===== src/rtl/comp_dest_tx_pkg.sv =====
// Shared definitions for the compute-unit destination (producer) side.
// Holds the data/slot widths, the destination slot indices and the slot
// state encoding used by dest_slot and comp_dest_tx.
package comp_dest_tx_pkg;

  localparam int unsigned DATA_LEN = 16;
  localparam int unsigned DEST_NUM = 4;

  // Destination slot indices (bit positions in dest_sel / dest_rd / dest_v)
  localparam int unsigned DEST_NEIGH    = 0;
  localparam int unsigned DEST_BUS      = 1;
  localparam int unsigned DEST_INTERIM0 = 2;
  localparam int unsigned DEST_INTERIM1 = 3;

  // One-entry slot occupancy
  typedef enum logic {
    EMPTY = 1'b0,
    FULL  = 1'b1
  } slot_state_e;

endpackage : comp_dest_tx_pkg


===== src/rtl/dest_slot.sv =====
// One-entry destination register with EMPTY/FULL occupancy.
// Ports:
//   clk, reset : clock, asynchronous active-high reset
//   wr         : load din this cycle (slot becomes FULL)
//   rd         : consumer read acknowledge (FULL -> EMPTY unless wr)
//   din, dout  : slot data in / registered slot data out
//   v          : slot valid (state == FULL)
//   free       : slot can accept a write this cycle (EMPTY, or FULL being read)
module dest_slot
  import comp_dest_tx_pkg::*;
(
  input  logic                clk,
  input  logic                reset,
  input  logic                wr,
  input  logic                rd,
  input  logic [DATA_LEN-1:0] din,
  output logic [DATA_LEN-1:0] dout,
  output logic                v,
  output logic                free
);

  slot_state_e state_q;
  slot_state_e state_d;

  // State register
  always_ff @(posedge clk or posedge reset) begin
    if (reset) state_q <= EMPTY;
    else       state_q <= state_d;
  end

  // Next state: a write wins over a same-cycle read
  always_comb begin
    state_d = state_q;
    if (wr)                         state_d = FULL;
    else if (state_q == FULL && rd) state_d = EMPTY;
  end

  // Data is kept on read; only a write changes it
  always_ff @(posedge clk or posedge reset) begin
    if (reset)   dout <= '0;
    else if (wr) dout <= din;
  end

  assign v    = (state_q == FULL);
  assign free = (state_q == EMPTY) || rd;

endmodule : dest_slot


===== src/rtl/comp_dest_tx.sv =====
// Producer-side destination logic for a PE: parks each ALU result in the
// selected one-entry destination slots (neighbor, bus, interim0/1), exposes
// their valid flags to consumers and stalls the write-stage instruction while
// any selected slot is still occupied. Multicast writes are all-or-nothing.
// Optional feature macro: COMP_DEST_STALL_CNT_EN adds a saturating stall_cnt.
// Ports:
//   clk, reset        : clock, asynchronous active-high reset
//   inst_valid        : write-stage instruction valid
//   result_v          : ALU result valid
//   result_data       : ALU result
//   dest_sel          : destination select, one bit per slot (multicast ok)
//   dest_rd           : per-slot consumer read acknowledge
//   neigh_data_out    : neighbor slot data
//   bus_data_out      : bus slot data
//   interim_out0/1    : interim slot data
//   dest_v            : per-slot valid
//   stall_cnt         : cycles spent stalled, saturating (feature macro only)
//   inst_stall_dest   : hold write-stage instruction (combinational)
//   commit            : result written this cycle (combinational)
module comp_dest_tx
  import comp_dest_tx_pkg::*;
(
  input  logic                clk,
  input  logic                reset,
  input  logic                inst_valid,
  input  logic                result_v,
  input  logic [DATA_LEN-1:0] result_data,
  input  logic [DEST_NUM-1:0] dest_sel,
  input  logic [DEST_NUM-1:0] dest_rd,
  output logic [DATA_LEN-1:0] neigh_data_out,
  output logic [DATA_LEN-1:0] bus_data_out,
  output logic [DATA_LEN-1:0] interim_out0,
  output logic [DATA_LEN-1:0] interim_out1,
  output logic [DEST_NUM-1:0] dest_v,
`ifdef COMP_DEST_STALL_CNT_EN
  output logic [15:0]         stall_cnt,
`endif
  output logic                inst_stall_dest,
  output logic                commit
);

  logic [DEST_NUM-1:0] slot_free;
  logic [DEST_NUM-1:0] slot_wr;
  logic [DATA_LEN-1:0] slot_dout [DEST_NUM];
  logic                req;
  logic                sel_free;

  // Write request and all-selected-slots-free check
  assign req             = inst_valid && result_v && (dest_sel != '0);
  assign sel_free        = &(slot_free | ~dest_sel);
  assign commit          = req && sel_free;
  assign inst_stall_dest = req && !sel_free;
  assign slot_wr         = commit ? dest_sel : '0;

  for (genvar i = 0; i < DEST_NUM; i++) begin : g_slot
    dest_slot u_slot (
      .clk   (clk),
      .reset (reset),
      .wr    (slot_wr[i]),
      .rd    (dest_rd[i]),
      .din   (result_data),
      .dout  (slot_dout[i]),
      .v     (dest_v[i]),
      .free  (slot_free[i])
    );
  end

  assign neigh_data_out = slot_dout[DEST_NEIGH];
  assign bus_data_out   = slot_dout[DEST_BUS];
  assign interim_out0   = slot_dout[DEST_INTERIM0];
  assign interim_out1   = slot_dout[DEST_INTERIM1];

`ifdef COMP_DEST_STALL_CNT_EN
  // Saturating count of stalled cycles; cleared only by reset
  always_ff @(posedge clk or posedge reset) begin
    if (reset)                                     stall_cnt <= '0;
    else if (inst_stall_dest && stall_cnt != '1)   stall_cnt <= stall_cnt + 16'(1);
  end
`endif

endmodule : comp_dest_tx


===== config.mk =====
export PLATFORM = sky130hd
export DESIGN_NAME = comp_dest_tx
export DESIGN_NICKNAME = d
export VERILOG_FILES = /design/src/rtl/comp_dest_tx_pkg.sv /design/src/rtl/dest_slot.sv /design/src/rtl/comp_dest_tx.sv
export SDC_FILE = /design/constraint.sdc
export NUM_CORES = 1
export LEC_CHECK = 0
export ABC_AREA = 1
export BUFFER_PORTS_ARGS = -buffer_cell sky130_fd_sc_hd__buf_2
export CAP_MARGIN = 20
export CORE_MARGIN = 2
export CORE_UTILIZATION = 49
export DETAILED_ROUTE_END_ITERATION = 6
export GPL_TIMING_DRIVEN = 0
export PLACE_DENSITY = 0.83
export SYNTH_ARGS = -nofsm -noshare
export SYNTH_HDL_FRONTEND = slang
export SYNTH_SLANG_ARGS = --single-unit

===== constraint.sdc =====
create_clock -name clk -period 3.8 [get_ports clk]
set_input_delay 0.76 -clock clk [delete_from_list [all_inputs] [get_ports clk]]
set_output_delay 0.76 -clock clk [all_outputs]
set_load 0.005 [all_outputs]

==> results.env <==
PORT_BUFFERS=93
FINALWEIGHTEDCONGESTION=0.870
CP_DATA_REQUIRED_TIME_NS=3.04
TIMING.CRITICAL_PATH.MAX_DELAY_FAMILY='buffers and inverters'
ANTENNA_VIOLATIONS_BEFORE_REPAIR=0
HOLD_WS_NS=0.466
POST_CTS_RESIZED=0
WIRE_LENGTH_OF_THE_FIRST_GLOBAL_ROUTING_PASS_MICRONS=12100
FRACTION_OF_REGISTERS_WITH_ASYNC_SET_RESET_PCT=100
ROUTED_WL_MICRONS=7730
LAYOUT_MIN_CYCLE_TIME_NS=2.63
NUM_VIAS=2678
GLOBAL_ROUTE.USAGE.TOTAL_PCT=24.6
SEQUENTIAL_CELL_AREA_SQ_UM=1700
DP_SLACK_NS=1.18
CRITICAL-PATH-MAX-STAGE-DELAY_NS=0.26
INSERTION_DELAY_NS=0.33
YOSYS_REGISTER_BITS=68
POSTCTS_SETUP_BUFS=0
GRT_PASS1_VIAS=2457
YOSYSWARNINGCOUNT=0
FIN_TNS_SETUP_NS=0
DIE_X_MICRONS=81.6
YOSYS.AREA.TOP_TYPE='sky130_fd_sc_hd__dfrtp_1'
PLACEDCELLCOUNT=490
GRT_OVERFLOW=0
DETAILEDPLACEMENTHPWL_MICRONS=5780
SYNTH_COMMON_CELLS='sky130_fd_sc_hd__nand2_1 (139), sky130_fd_sc_hd__dfrtp_1 (68), sky130_fd_sc_hd__nand4_1 (64)'
FP-ROW-COUNT=28
SETUP_VIOLATIONS=0
CLOCK_SLEW_AT_REPORTED_PATH_FFS_NS=0.06
FINAL.SETUP.WORST_SLACK_NS=1.17
CLOCK_TREE.ROOT_CELL='sky130_fd_sc_hd__clkbuf_8'
MOST_FREQUENT_CELL_AFTER_SYNTHESIS='sky130_fd_sc_hd__nand2_1'
YOSYS_MOST_USED_DFF='sky130_fd_sc_hd__dfrtp_1'
FILLER_CELL_COUNT=516
DIE_AREA_SQ_UM=6660
POWER_FRAC_COMB_PCT=23.7
PATH_COMMON_CELL='sky130_fd_sc_hd__buf_4'
CRITICAL_PATH.N_BUFFERS_INVERTERS=4
HTREE_LEVELS=3
WORST_CASE_CLOCK_BUFFER_DEPTH=2
WORST_HOLD_PATH_TYPE='reg2reg'
FIN_SKEW_NS=0.00357
SYNTH.NET_COUNT=349
SLEW_AT_THE_PIN_CLOSEST_TO_ITS_MAX_SLEW_LIMIT_NS=0.594
YOSYSUNIQUECELLTYPES=14
NETLIST_TOP_CELLS_AREA='sky130_fd_sc_hd__dfrtp_1 (58%), sky130_fd_sc_hd__nand2_1 (18%), sky130_fd_sc_hd__nand4_1 (14%)'
CTSHOLDBUFFERS=0
DRC=0
LAYOUT-DRIVE-GT1-SHARE_PCT=32.6
DRTANTENNAVIOLNETS=0
POST_LAYOUT_NONFILLER_INSTANCES=504
TRITONROUTE_PASS_1_ITERS=5
SW_FRAC_OF_TOTAL_PCT=30.5
CORE_SQ_UM=5890
MULTIINPUTGATEAREA_SQ_UM=1030
ANTENNA-DIODE-COUNT=0
SLEW-LIMIT-HEADROOM_PCT=60.3
SHARE_CLK_OF_TOTAL_POWER_PCT=25.9
FMAX_MHz=380
NET-SWITCHING-POWER_W=0.000582
FINAL.PERIOD_UTILIZATION_PCT=69.3
FIN_UTIL_PCT=62.6
CRIT_SLOWEST_CELL='sky130_fd_sc_hd__a21oi_4'
TRITONCTS='built'
WORST_EP_ARRIVAL_TIME_NS=1.87
IRDROPWORSTVDD_mV=0.225
FINAL_MAX_SLEW_VIOL_COUNT=0
TIMING.CRITICAL_PATH.FANOUT_MAX=10
NUMBER_OF_ENABLE_FLIP_FLOP_CELLS_AFTER_SYNTHESIS=0
START_KIND='primary input'
NETLIST_AREA_SQ_UM=2950
DETAILEDROUTE.FIRSTITERATIONVIOLATIONS=233
WORSTPATHCELLLIST='buf_4 > nor2_1 > a21oi_4 > buf_4 > inv_1 > nor3_1 > buf_2'
CTS_NUM_SINKS=68
AVGSYNTHCELLAREA_SQ_UM=9.19
IO_PINS=98
PWR_DENSITY_CELL_nW_PER_UM2=518
SYNTHESIS.INSTANCES=321
FINALHOLDVIOLATIONS=0
DIE-HEIGHT_MICRONS=81.6
VIAS_PER_CELL=5.31
AVERAGE_ROUTED_WIRE_PER_STANDARD_CELL_MICRONS=15.3
P_LEAK_nW=2.11
CELL_INTERNAL_PWR_W=0.00133
NET_COUNT_REPORTED_AT_FINISH=454
CRITICALPATHCATEGORY='in2out'
CLOCK_BUFFER_COUNT_FROM_CTS=9
YOSYS.AREA.TOP_TYPE_SHARE_PCT=57.7
GRT_MAX_DEGREE=41
STATUS='completed'
MAX-CAP-VIOLATIONS=0
SYNTH_SEQUENTIAL_AREA_RATIO_PCT=57.7
INITIAL_UTILIZATION_PCT=50.1
FLOW.AREA_GROWTH_FROM_SYNTHESIS_PCT=24.9
SHARE_SEQ_OF_TOTAL_POWER_PCT=50.4
RSZ0062_AT_GRT='no'
CRITICAL_PATH.ENDPOINT_TYPE='output port'
metal layers:
layer	wire length (microns)	share of wire [%]	track usage (%)	vias to the layer above
met2	3740	48	37.2	115
met4	136	1.8	13.2	0
li1	-	-	-	1285
met1	3220	42	33.1	1263
met3	635	8.2	5.71	15
met5	0	0	0	-
sequential cells by signal (all words and copies together), names as in the netlist:
name                count
g_slot.u_slot.dout     64
g_slot.u_slot.v         4
power by group through the flow:
stage	sequential (W)	clock, W	combinational, W
detailed placement	0.000971	0	0.000458
finish	0.000960	0.000494	0.000453
global placement	0.000969	0	0.000439
global route	0.000978	0.000534	0.000519
CTS	0.000960	0.000503	0.000460
floorplan	0.000982	0	0.000205
cells in the final DEF, fill, tap and decap left out, drive strengths merged:
cell	Yosys	final
a21oi	1	1
buf	26	120
clkbuf	4	15
clkinv	0	3
dfrtp	68	68
inv	6	6
nand2	139	139
nand3	8	8
nand4	64	64
nor2	4	4
nor3	1	1
stage by stage:
stage | total power, W | instance area, sq um
5_1_grt | 0.00203 | 3680
3_5_place_dp | 0.00143 | 3530
3_3_place_gp | 0.00141 | 3510
6_report | 0.00191 | 3680
4_1_cts | 0.00192 | 3680
2_1_floorplan | 0.00119 | 2950
worst min-delay path: cells and delay by family (launching register included):
family           cells  cell delay, ns
flip-flops           1            0.34
AND/OR/NAND/NOR      2            0.10
final cells by class:
| class | instances | area share [%] |
|---|---|---|
| Buffer | 30 | 5.40 |
| Inverter | 6 | 0.611 |
| Timing Repair Buffer | 94 | 13.2 |
| Clock buffer | 11 | 3.84 |
| Tap cell | 75 | 2.55 |
| Multi-Input combinational cell | 217 | 27.8 |
| Sequential cell | 68 | 46.2 |
| Clock inverter | 3 | 0.407 |
logic make-up (layout without fill, tap and decap cells):
family	after synthesis	in the layout	synth area share, %
AO/OA/AOI/OAI	1	1	0.552
AND/OR/NAND/NOR	216	216	34.2
flip-flops	68	68	57.7
buffers and inverters	36	144	7.51
worst paths after layout:
kind | start | end | slack, ns | depth (start not counted)
max reg2reg | g_slot[2].u_slot.v$_DFFE_PP0P_ | g_slot[3].u_slot.dout[3]$_DFFE_PP0P_ | 2.21 | 7
max | dest_sel[0] | commit | 1.17 | 7
min reg2reg | g_slot[1].u_slot.dout[10]$_DFFE_PP0P_ | g_slot[1].u_slot.dout[10]$_DFFE_PP0P_ | 0.47 | 2
min | g_slot[1].u_slot.dout[10]$_DFFE_PP0P_ | g_slot[1].u_slot.dout[10]$_DFFE_PP0P_ | 0.47 | 2
min in group asynchronous | reset | g_slot[0].u_slot.dout[12]$_DFFE_PP0P_ | 0.48 | 2
max in group asynchronous | reset | g_slot[1].u_slot.dout[6]$_DFFE_PP0P_ | 2.70 | 3
(Power assumes the default switching activity.)
